File: src/rtl/out_fm_mem_access.sv
// out_fm_mem_access: memory-side engine for one output-feature-map tile.
// LOAD streams the tile from memory into the out_fm load FIFO. STORE drains
// the out_fm store FIFO through a 2-entry skid buffer into memory writes.
// Word order is channel-major, then row, then column.
module out_fm_mem_access #(
  parameter int AW      = 32,
  parameter int DW      = 32,
  parameter int Tn      = 16,
  parameter int Tr      = 64,
  parameter int Tc      = 16,
  parameter int R       = 128,
  parameter int C       = 128,
  parameter int MAX_OUT = 8
) (
  input  logic          clk,
  input  logic          rst,
  input  logic [AW-1:0] tile_base,
  input  logic          ld_start,
  output logic          ld_done,
  input  logic          st_start,
  output logic          st_done,
  output logic          mem_rd_req,
  output logic [AW-1:0] mem_rd_addr,
  input  logic          mem_rd_ready,
  input  logic          mem_rd_data_valid,
  input  logic [DW-1:0] mem_rd_data,
  output logic          mem_wr_req,
  output logic [AW-1:0] mem_wr_addr,
  output logic [DW-1:0] mem_wr_data,
  input  logic          mem_wr_ready,
  output logic          out_fm_ld_fifo_push,
  output logic [DW-1:0] out_fm_ld_fifo_data,
  input  logic          out_fm_ld_fifo_almost_full,
  output logic          out_fm_st_fifo_pop,
  input  logic [DW-1:0] out_fm_st_fifo_data,
  input  logic          out_fm_st_fifo_empty
);

  localparam int N     = Tn * Tr * Tc;
  localparam int CNT_W = $clog2(N + 1);
  localparam int OUT_W = $clog2(MAX_OUT + 1);
  localparam int CW    = (Tc > 1) ? $clog2(Tc) : 1;
  localparam int RW    = (Tr > 1) ? $clog2(Tr) : 1;
  // Strides are taken modulo 2^AW so the address arithmetic wraps naturally.
  localparam logic [AW-1:0] ROW_STRIDE  = AW'(C);
  localparam logic [AW-1:0] CHAN_STRIDE = AW'(R * C);

  typedef enum logic [1:0] {
    ST_IDLE   = 2'd0,
    ST_LOAD   = 2'd1,
    ST_STORE  = 2'd2,
    ST_FINISH = 2'd3
  } state_t;

  state_t           state_r, state_nx_s;
  logic             ld_go_s, st_go_s;
  logic             rd_acc_s, rd_rsp_s, wr_req_s, wr_acc_s, pop_s, adv_s;
  logic             ld_done_nx_s, st_done_nx_s;
  logic             ld_done_r, st_done_r;
  logic [CNT_W-1:0] req_cnt_r, req_cnt_nx_s, fin_cnt_r, fin_cnt_nx_s;
  logic [OUT_W-1:0] out_r, out_nx_s;
  logic [CW-1:0]    c_r, c_nx_s;
  logic [RW-1:0]    r_r, r_nx_s;
  logic [AW-1:0]    row_r, row_nx_s, chan_r, chan_nx_s, gen_addr_nx_s, addr_r;
  logic             rd_req_r;
  logic             push_r;
  logic [DW-1:0]    push_data_r;
  logic [1:0]       occ_r;
  logic             pend_r;
  logic [DW-1:0]    buf0_r, buf1_r;

  assign ld_go_s  = (state_r == ST_IDLE) && ld_start;
  assign st_go_s  = (state_r == ST_IDLE) && st_start && !ld_start;
  assign rd_acc_s = rd_req_r && mem_rd_ready;
  assign rd_rsp_s = mem_rd_data_valid && (state_r == ST_LOAD);
  // The skid head is either a buffered word or the word arriving this cycle.
  assign wr_req_s = (occ_r != 2'd0) || pend_r;
  assign wr_acc_s = wr_req_s && mem_wr_ready;
  assign adv_s    = rd_acc_s || wr_acc_s;

  assign ld_done             = ld_done_r;
  assign st_done             = st_done_r;
  assign mem_rd_req          = rd_req_r;
  assign mem_rd_addr         = addr_r;
  assign mem_wr_req          = wr_req_s;
  assign mem_wr_addr         = addr_r;
  assign mem_wr_data         = (occ_r != 2'd0) ? buf0_r : (pend_r ? out_fm_st_fifo_data : {DW{1'b0}});
  assign out_fm_ld_fifo_push = push_r;
  assign out_fm_ld_fifo_data = push_data_r;
  assign out_fm_st_fifo_pop  = pop_s;

  // State register.
  always_ff @(posedge clk or negedge rst) begin
    if (!rst) state_r <= ST_IDLE;
    else      state_r <= state_nx_s;
  end

  // Next-state logic: load wins a simultaneous start; done after N words.
  always_comb begin
    state_nx_s = state_r;
    case (state_r)
      ST_IDLE: begin
        if (ld_go_s)      state_nx_s = ST_LOAD;
        else if (st_go_s) state_nx_s = ST_STORE;
        else              state_nx_s = ST_IDLE;
      end
      ST_LOAD: begin
        if (push_r && (fin_cnt_r == CNT_W'(N - 1))) state_nx_s = ST_FINISH;
        else                                        state_nx_s = ST_LOAD;
      end
      ST_STORE: begin
        if (wr_acc_s && (fin_cnt_r == CNT_W'(N - 1))) state_nx_s = ST_FINISH;
        else                                          state_nx_s = ST_STORE;
      end
      ST_FINISH: state_nx_s = ST_IDLE;
      default:   state_nx_s = ST_IDLE;
    endcase
  end

  // Output decode: done pulses on the FINISH entry, store FIFO pop gating.
  always_comb begin
    ld_done_nx_s = (state_r == ST_LOAD)  && (state_nx_s == ST_FINISH);
    st_done_nx_s = (state_r == ST_STORE) && (state_nx_s == ST_FINISH);
    if (state_r == ST_STORE) begin
      pop_s = !out_fm_st_fifo_empty && (req_cnt_r < CNT_W'(N)) &&
              (({1'b0, occ_r} + {2'b00, pend_r}) < 3'd2);
    end else begin
      pop_s = 1'b0;
    end
  end

  // Next values of the request, completion and outstanding counters.
  always_comb begin
    req_cnt_nx_s = req_cnt_r;
    fin_cnt_nx_s = fin_cnt_r;
    out_nx_s     = out_r;
    if (state_r == ST_IDLE) begin
      req_cnt_nx_s = '0;
      fin_cnt_nx_s = '0;
      out_nx_s     = '0;
    end else begin
      if (rd_acc_s || pop_s) req_cnt_nx_s = req_cnt_r + CNT_W'(1);
      else                   req_cnt_nx_s = req_cnt_r;
      if (push_r || wr_acc_s) fin_cnt_nx_s = fin_cnt_r + CNT_W'(1);
      else                    fin_cnt_nx_s = fin_cnt_r;
      case ({rd_acc_s, rd_rsp_s})
        2'b10:   out_nx_s = out_r + OUT_W'(1);
        2'b01:   out_nx_s = out_r - OUT_W'(1);
        default: out_nx_s = out_r;
      endcase
    end
  end

  // Address generator: c innermost, then r, then channel; reloaded on a start.
  always_comb begin
    c_nx_s    = c_r;
    r_nx_s    = r_r;
    row_nx_s  = row_r;
    chan_nx_s = chan_r;
    if (ld_go_s || st_go_s) begin
      c_nx_s    = '0;
      r_nx_s    = '0;
      row_nx_s  = tile_base;
      chan_nx_s = tile_base;
    end else if (adv_s) begin
      if (c_r == CW'(Tc - 1)) begin
        c_nx_s = '0;
        if (r_r == RW'(Tr - 1)) begin
          r_nx_s    = '0;
          chan_nx_s = chan_r + CHAN_STRIDE;
          row_nx_s  = chan_r + CHAN_STRIDE;
        end else begin
          r_nx_s   = r_r + RW'(1);
          row_nx_s = row_r + ROW_STRIDE;
        end
      end else begin
        c_nx_s = c_r + CW'(1);
      end
    end else begin
      c_nx_s = c_r;
    end
    gen_addr_nx_s = row_nx_s + AW'(c_nx_s);
  end

  // Generator state and the shared request address register.
  always_ff @(posedge clk or negedge rst) begin
    if (!rst) begin
      c_r    <= '0;
      r_r    <= '0;
      row_r  <= '0;
      chan_r <= '0;
      addr_r <= '0;
    end else begin
      c_r    <= c_nx_s;
      r_r    <= r_nx_s;
      row_r  <= row_nx_s;
      chan_r <= chan_nx_s;
      addr_r <= ((state_nx_s == ST_LOAD) || (state_nx_s == ST_STORE)) ? gen_addr_nx_s : '0;
    end
  end

  // Transfer counters and done pulses.
  always_ff @(posedge clk or negedge rst) begin
    if (!rst) begin
      req_cnt_r <= '0;
      fin_cnt_r <= '0;
      out_r     <= '0;
      ld_done_r <= 1'b0;
      st_done_r <= 1'b0;
    end else begin
      req_cnt_r <= req_cnt_nx_s;
      fin_cnt_r <= fin_cnt_nx_s;
      out_r     <= out_nx_s;
      ld_done_r <= ld_done_nx_s;
      st_done_r <= st_done_nx_s;
    end
  end

  // Read request: held until accepted, otherwise re-armed from next-cycle counts.
  always_ff @(posedge clk or negedge rst) begin
    if (!rst)                                rd_req_r <= 1'b0;
    else if (state_nx_s != ST_LOAD)          rd_req_r <= 1'b0;
    else if (rd_req_r && !mem_rd_ready)      rd_req_r <= 1'b1;
    else rd_req_r <= (req_cnt_nx_s < CNT_W'(N)) && (out_nx_s < OUT_W'(MAX_OUT)) &&
                     !out_fm_ld_fifo_almost_full;
  end

  // Read responses are registered and pushed to the load FIFO a cycle later.
  always_ff @(posedge clk or negedge rst) begin
    if (!rst) begin
      push_r      <= 1'b0;
      push_data_r <= '0;
    end else begin
      push_r      <= rd_rsp_s;
      push_data_r <= rd_rsp_s ? mem_rd_data : '0;
    end
  end

  // Store skid buffer: pending FIFO word lands in the head or the second slot.
  always_ff @(posedge clk or negedge rst) begin
    if (!rst) begin
      occ_r  <= 2'd0;
      pend_r <= 1'b0;
      buf0_r <= '0;
      buf1_r <= '0;
    end else if (state_r != ST_STORE) begin
      occ_r  <= 2'd0;
      pend_r <= 1'b0;
      buf0_r <= '0;
      buf1_r <= '0;
    end else begin
      pend_r <= pop_s;
      case (occ_r)
        2'd0: begin
          if (pend_r && !mem_wr_ready) begin
            buf0_r <= out_fm_st_fifo_data;
            occ_r  <= 2'd1;
          end else begin
            occ_r  <= 2'd0;
          end
        end
        2'd1: begin
          if (mem_wr_ready) begin
            if (pend_r) buf0_r <= out_fm_st_fifo_data;
            occ_r <= pend_r ? 2'd1 : 2'd0;
          end else if (pend_r) begin
            buf1_r <= out_fm_st_fifo_data;
            occ_r  <= 2'd2;
          end
        end
        2'd2: begin
          if (mem_wr_ready) begin
            buf0_r <= buf1_r;
            if (pend_r) buf1_r <= out_fm_st_fifo_data;
            occ_r <= pend_r ? 2'd2 : 2'd1;
          end
        end
        default: occ_r <= 2'd0;
      endcase
    end
  end

endmodule

File: config.mk
export PLATFORM = sky130hd
export DESIGN_NAME = out_fm_mem_access
export DESIGN_NICKNAME = d
export VERILOG_FILES = /design/src/rtl/out_fm_mem_access.sv
export SDC_FILE = /design/constraint.sdc
export NUM_CORES = 1
export LEC_CHECK = 0
export CAP_MARGIN = 10
export CORE_ASPECT_RATIO = 1.2
export CORE_UTILIZATION = 45
export DETAILED_ROUTE_END_ITERATION = 10
export GPL_ROUTABILITY_DRIVEN = 0
export PLACE_DENSITY = 0.7
export REMOVE_ABC_BUFFERS = 1
export SETUP_SLACK_MARGIN = 0.05
export SLEW_MARGIN = 20
export SYNTH_ARGS = -nofsm -noshare
export SYNTH_HDL_FRONTEND = slang
export SYNTH_SLANG_ARGS = --single-unit
File: constraint.sdc
create_clock -name clk -period 5.58 [get_ports clk]
set_clock_uncertainty 0.05 [all_clocks]
set_input_delay 1.395 -clock clk [delete_from_list [all_inputs] [get_ports clk]]
set_output_delay 1.395 -clock clk [all_outputs]
set_load 0.01 [all_outputs]
==> results of run 1 <==
-- per-stage QoR --
stage	utilization [%]	cells	cell area, sq um
floorplan	-	1300	12360
global placement	54.73	1938	15420
detailed placement	54.73	1938	15420
CTS	58.18	1988	16390
global route	58.30	1989	16420
finish	58.31	1990	16420
-- cells in the mapped netlist, types with 6 or more instances --
| library cell | count |
|---|---|
| nor2_1 | 77 |
| dfrtp_1 | 245 |
| inv_1 | 19 |
| and3_1 | 53 |
| a22oi_1 | 35 |
| o21a_1 | 7 |
| nor4_1 | 12 |
| nor3b_1 | 7 |
| nor3_1 | 27 |
| nand2_1 | 275 |
| ha_1 | 16 |
| or3_1 | 19 |
| a21oi_1 | 61 |
| and2_1 | 11 |
| nand4_2 | 6 |
| a31oi_1 | 8 |
| clkbuf_1 | 62 |
| buf_4 | 37 |
| o31ai_1 | 7 |
| a21o_1 | 10 |
| nand3_1 | 35 |
| nand4_1 | 31 |
| o21ai_0 | 127 |
| mux2i_1 | 18 |
| nand2b_1 | 9 |
| o221ai_1 | 7 |
| buf_2 | 12 |
| xnor2_1 | 28 |
| xor2_1 | 43 |
-- worst reg2reg max path, delay by kind of cell, from the launching register on --
family	cells	cell delay, ps
adder cells (fa/ha/maj)	3	760
AO/OA/AOI/OAI	5	1500
AND/OR/NAND/NOR	4	1190
flip-flops	1	460
multiplexers	2	370
-- cell type report --
class	instances	area [sq um]
well taps	379	474.2
multi-input cells	1034	6178
diodes	1	2.502
flip-flops and latches	245	6131
inverters	21	80.08
fillers	2484	11740
repair buffers	260	2585
clock buffers	29	703.2
clock inverters	21	269.0
-- final timing paths --
kind                              start         endpoint  slack [ps]  cells past startpoint
max                        mem_wr_ready  mem_rd_addr[24]         620                     14
max reg2reg                      r_r[0]  mem_rd_addr[24]        1180                     14
max in group asynchronous           rst       buf0_r[28]        4010                      2
min reg2reg                   chan_r[8]        chan_r[8]         420                      2
min in group asynchronous           rst       buf1_r[15]         700                      1
min                           chan_r[8]        chan_r[8]         420                      2
-- per-layer routing --
metal	GRT usage, %	vias to the layer above	part of all wire [%]
met5	0	-	0
met4	6.796	0	2.4
met3	3.749	59	6.1
met2	39.65	397	48
met1	30.93	5324	43
li1	-	5310	-
-- cells by family (layout without fill, tap and decap cells) --
family	after synthesis	in the layout	share of synthesized area [%]
other cells	0	1	0
simple gates	603	603	23.08
mux	18	18	1.386
buf+inv	142	331	5.591
xor+xnor	71	71	4.783
flops	245	245	47.15
fa+ha+maj	18	18	1.848
compound gates	324	324	16.17
-- where the power goes --
part	leakage [uW]	internal, uW	switching (uW)
registers	0.00321	2100	342
clock network	0.000476	1190	756
logic	0.00313	852	791
-- sequential cells by signal, summed over array words and instances, names as in the netlist --
register,count
row_r,32
out_fm_ld_fifo_push,1
st_done,1
pend_r,1
occ_r,2
mem_rd_req,1
out_fm_ld_fifo_data,32
buf1_r,32
chan_r,32
mem_rd_addr,32
buf0_r,32
ld_done,1
r_r,6
fin_cnt_r,15
out_r,4
req_cnt_r,15
c_r,4
state_r,2
==> results.ini, run 1 <==
[pwr]
powerDensity_mw_per_mm2=367.5
leakage_uw=0.006815
p_total_uw=6035
peakVddDrop_mv=0.3423

[clock_network]
cts_buffer_depth=3
cts_resized=0
clk_pin_slew_ps=60
htreeDepth=1
root_buffer=clkbuf_16
post_cts_buffers=0
clock-sinks=245
numCtsBuffers=27
cts_tree=done
clkLatencyLatePin_ps=540
hold_buffers=0

[detailed_routing]
drt_iter0_markers=669
drt.antenna.violating_nets=0
vias=11090
drt_pre_antenna_iters=5
finalWirelength_um=34510
drc=0
post_drt_wl_per_cell_um=17.34
viasPerCell=5.573

[logic_synthesis]
synth_top_area_share_pct=47.15
ys_warn_count=0
ys_ff_latch=245
syn-instance-count=1421
syn_area_per_cell_sq_um=9.150
async_reset_ff_share_pct=100.0
yosys_most_used_dff=dfrtp_1
synth_top_area_cell=dfrtp_1
ys_seq_area_share_pct=47.15
synth_edf_count=0
syn_area_sq_mm=0.01300
synthDistinctLibCells=94
synth_area_leaders=dfrtp_1, nand2_1, o21ai_0

[sta]
tightest_slew_ps=1022
hold_viol=0
fmax_mhz=201.4
fin_ws_ps=615.6
holdWs_ps=421.5
fin_crit_ps=4964
slew_headroom_pct=31.90
min_period_over_period_pct=88.97
rsz0062_at_grt=false
fin_tns_setup_ps=0
setup_viol=0
finalMaxSlewViolations=0

[global_route]
grt_max_degree=135
antenna_found_initial=1
grt_pass1_wl_um=55630
first_global_vias=10680
grt_usage_pct=23.48
grt_overflow=0

[place]
dpl.hpwl_um=23380
place_ws_ps=48.01
portBuffers=238

[critical_path]
crit_buf_inv=1
crit_required_ps=5990
cpLargestDelayFamily=compound AO/OA/AOI/OAI gates
crit_slowest_cell=clkdlybuf4s50_1
slowest_delay_ps=650
critPathMaxFanout=8
critical_path_arrival_ps=5380
cpMostUsedCell=mux2i_1
worst_setup_path_end_kind=flip-flop
crit_type=in -> reg
startpoint_type=primary input
crit_chain=clkdlybuf4s50_1 -> o31ai_4 -> a2111oi_4 -> mux2i_1 -> o21ai_0 -> ha_1 -> fa_1 -> a21o_1 -> a21oi_1 -> a311o_1 -> nor3_4 -> nand4_2 -> nor3b_1 -> mux2i_1

[floorplanning]
io_pins=239
start_util_pct=46.16
rows=67
die-area_sq_mm=0.02958
chipHeight_um=188.2
coreArea_sq_mm=0.02817
dieWidth_um=157.2

[cells_and_area]
final_nets=1712
mostFrequentLayoutCells=nand2_1, dfrtp_1, clkdlybuf4s50_1
drive_gt1_share_pct=8.075
layout_commonest_cell=nand2_1
area_growth_pct=26.31

[run_status]
status=finished clean

[hold_path]
hold_class=reg -> reg

[run]
cap_violations=0

No activity file was read; power rests on OpenSTA's default activity.
==> run 2, diff against run 1 <==
--- a/config.mk
+++ b/config.mk
@@ -10,7 +10,7 @@
 export CORE_UTILIZATION = 45
 export DETAILED_ROUTE_END_ITERATION = 10
 export GPL_ROUTABILITY_DRIVEN = 0
-export PLACE_DENSITY = 0.7
+export PLACE_DENSITY = 0.73
 export REMOVE_ABC_BUFFERS = 1
 export SETUP_SLACK_MARGIN = 0.05
 export SLEW_MARGIN = 20
==> constraint.sdc (replaced) <==
create_clock -name clk -period 4.38 [get_ports clk]
set_clock_uncertainty 0.05 [all_clocks]
set_input_delay 1.095 -clock clk [delete_from_list [all_inputs] [get_ports clk]]
set_output_delay 1.095 -clock clk [all_outputs]
set_load 0.01 [all_outputs]
==> run 2 against run 1 <==
  * Combinational power up 37%
  * Clock-buffer cell count is 8 higher
  * Final area grew 1.9%
  * Sequential share of layout area decreased by 0.70 points
  * Clock power up 13%
  * Non-clock buffer count grew 55
==> results.ini, run 2 (synthesis results as in run 1) <==
[detailed_routing]
drt_pre_antenna_iters=5
vias=11350
top_layer=met4
viasPerCell=5.565
post_drt_wl_per_cell_um=17.08
drc=0
drt.antenna.violating_nets=0
dr_wl_met2_um=16500
wl_met3_um=2267
finalWirelength_um=34840
drt-met1-wl_um=14920
drt_iter0_markers=599

[global_route]
grt_pass1_wl_um=56890
grt_overflow=0
grt_max_degree=89
first_global_vias=11130
grt_usage_pct=23.80
antenna_found_initial=1

[sta]
holdWs_ps=426.7
min_period_over_period_pct=95.43
tightest_slew_ps=1036
fin_tns_setup_ps=0
slew_headroom_pct=30.96
setup_viol=0
finalMaxSlewViolations=0
rsz0062_at_grt=false
fin_crit_ps=4180
hold_viol=0
fmax_mhz=239.3

[hold_path]
hold_start=chan_r[0]
hold_class=reg -> reg
min_path_cells=2
min_to=chan_r[0]

[critical_path]
reg2reg_slack_ps=520
crit_required_ps=4800
worst_setup_path_end_kind=flip-flop
cpMostUsedCell=mux2i_1
slowest_delay_ps=520
r2r_cells=10
crit_chain=clkdlybuf4s50_1 -> o31ai_4 -> a2111oi_4 -> buf_4 -> mux2i_1 -> o21ai_1 -> ha_1 -> a21o_1 -> a21oi_1 -> a311o_1 -> nor3_4 -> nand4_4 -> nor4b_4 -> mux2i_1
critPathMaxFanout=5
critical_path_arrival_ps=4600
startpoint_type=primary input
crit_type=in -> reg
r2r-end=mem_rd_addr[28]
crit_slowest_cell=clkdlybuf4s50_1
worstReg2RegStart=r_r[0]

[cells_and_area]
mostFrequentLayoutCells=nand2_1, dfrtp_1, clkdlybuf4s50_1
regArea_sq_mm=0.006131
layout_commonest_cell=nand2_1
final_nets=1767
n_fill_cell=2439
drive_gt1_share_pct=10.54
area_growth_pct=28.73
multi_input_area_sq_mm=0.006206

[pwr]
powerDensity_mw_per_mm2=453.0
switching_power_uw=2409
p_total_uw=7583
internal_power_uw=5174
comb_power_share_pct=29.7
swShare_pct=31.77
power_frac_seq_pct=41.1
leakage_uw=0.007046
peakVddDrop_mv=0.3808
clkPwrFrac_pct=29.2

[clock_network]
htreeDepth=1
root_buffer=clkbuf_16
numCtsBuffers=27
cts_buffer_depth=3
cts_tree=done
clock-sinks=245
clk_pin_slew_ps=60
hold_buffers=0
clkLatencyLatePin_ps=550

[floorplanning]
coreArea_sq_mm=0.02817
die-area_sq_mm=0.02958
rows=67
dieWidth_um=157.2
chipHeight_um=188.2
start_util_pct=46.16
io_pins=239

[run_status]
status=finished clean

[place]
portBuffers=238
dpl.hpwl_um=23870

[run]
cap_violations=0

==> run 2: cell types whose count changed in the layout (fill, tap and decap cells not counted), sizes merged <==
| cell | change |
|---|---|
| dlymetal6s2s | +1 |
| buf | +55 |
| clkdlybuf4s50 | -1 |
| clkinvlp | -3 |
| bufinv | -4 |
| inv | +1 |
| clkinv | -7 |
| clkbuf | +8 |
==> run 2: power groups by stage <==
stage,logic (uW),clock network (uW),registers [uW]
after detailed placement,2230,0,3130
after CTS,2250,2250,3110
after global placement,2180,0,3130
final,2250,2210,3110
after floorplan,1030,0,3150
after global routing,2470,2360,3170
==> run 2: worst max path at each step <==
stage,start,to,slack [ps],depth (start not counted)
after detailed placement,mem_wr_ready,mem_rd_addr[26],-470,14
final,mem_wr_ready,mem_rd_addr[26],200,14
after global placement,mem_wr_ready,mem_rd_addr[26],-330,14
after global routing,mem_wr_ready,mem_rd_addr[18],20,15
after floorplan,mem_wr_ready,buf0_r[0],-300,5
after CTS,mem_rd_ready,mem_rd_addr[24],120,15
==> run 2: layout make-up <==
| class | instances | share of cell area [%] |
|---|---|---|
| Multi-Input combinational cell | 1034 | 37.08 |
| Sequential cell | 245 | 36.63 |
| Timing Repair Buffer | 315 | 17.98 |
| Clock buffer | 37 | 4.380 |
| Tap cell | 379 | 2.833 |
| Clock inverter | 8 | 0.6129 |
| Inverter | 21 | 0.4784 |
| Antenna cell | 1 | 0.01495 |
==> run 2: timing repair <==
item,in CTS,in global routing
buffers inserted,0,6
gates resized for setup,0,11
hold endpoints to repair,0,0
setup endpoints to repair,0,13
==> run 2: worst max-delay path, delay by kind of cell <==
kind            cells  cell delay (ps)
fa+ha+maj           1              330
buf+inv             2              730
compound gates      6             1200
mux                 2              370
simple gates        3              850
==> run 2: per-layer routing <==
metal,GRT usage (%),vias to the layer above
li1,-,5411
met1,31.49,5474
met2,39.11,389
met3,3.795,79
met4,8.887,0
met5,0,-
==> run 2: per-stage QoR <==
step                      worst slack [ps]  cell area, sq um  utilization [%]  std cells
after global placement              -329.6             15820            56.15       1988
after global routing                 22.82             16740            59.42       2039
after floorplan                     -298.1             12360                -       1300
after detailed placement            -470.7             15820            56.15       1988
after CTS                            118.5             16650            59.12       2033
final                                200.3             16740            59.43       2040
==> run 3, diff against run 2 <==
--- a/config.mk
+++ b/config.mk
@@ -13,7 +13,6 @@
 export PLACE_DENSITY = 0.73
 export REMOVE_ABC_BUFFERS = 1
 export SETUP_SLACK_MARGIN = 0.05
-export SLEW_MARGIN = 20
 export SYNTH_ARGS = -nofsm -noshare
 export SYNTH_HDL_FRONTEND = slang
 export SYNTH_SLANG_ARGS = --single-unit
==> results of run 3 <==
No change in the layout: final DEF, timing and power equal those of run 2.
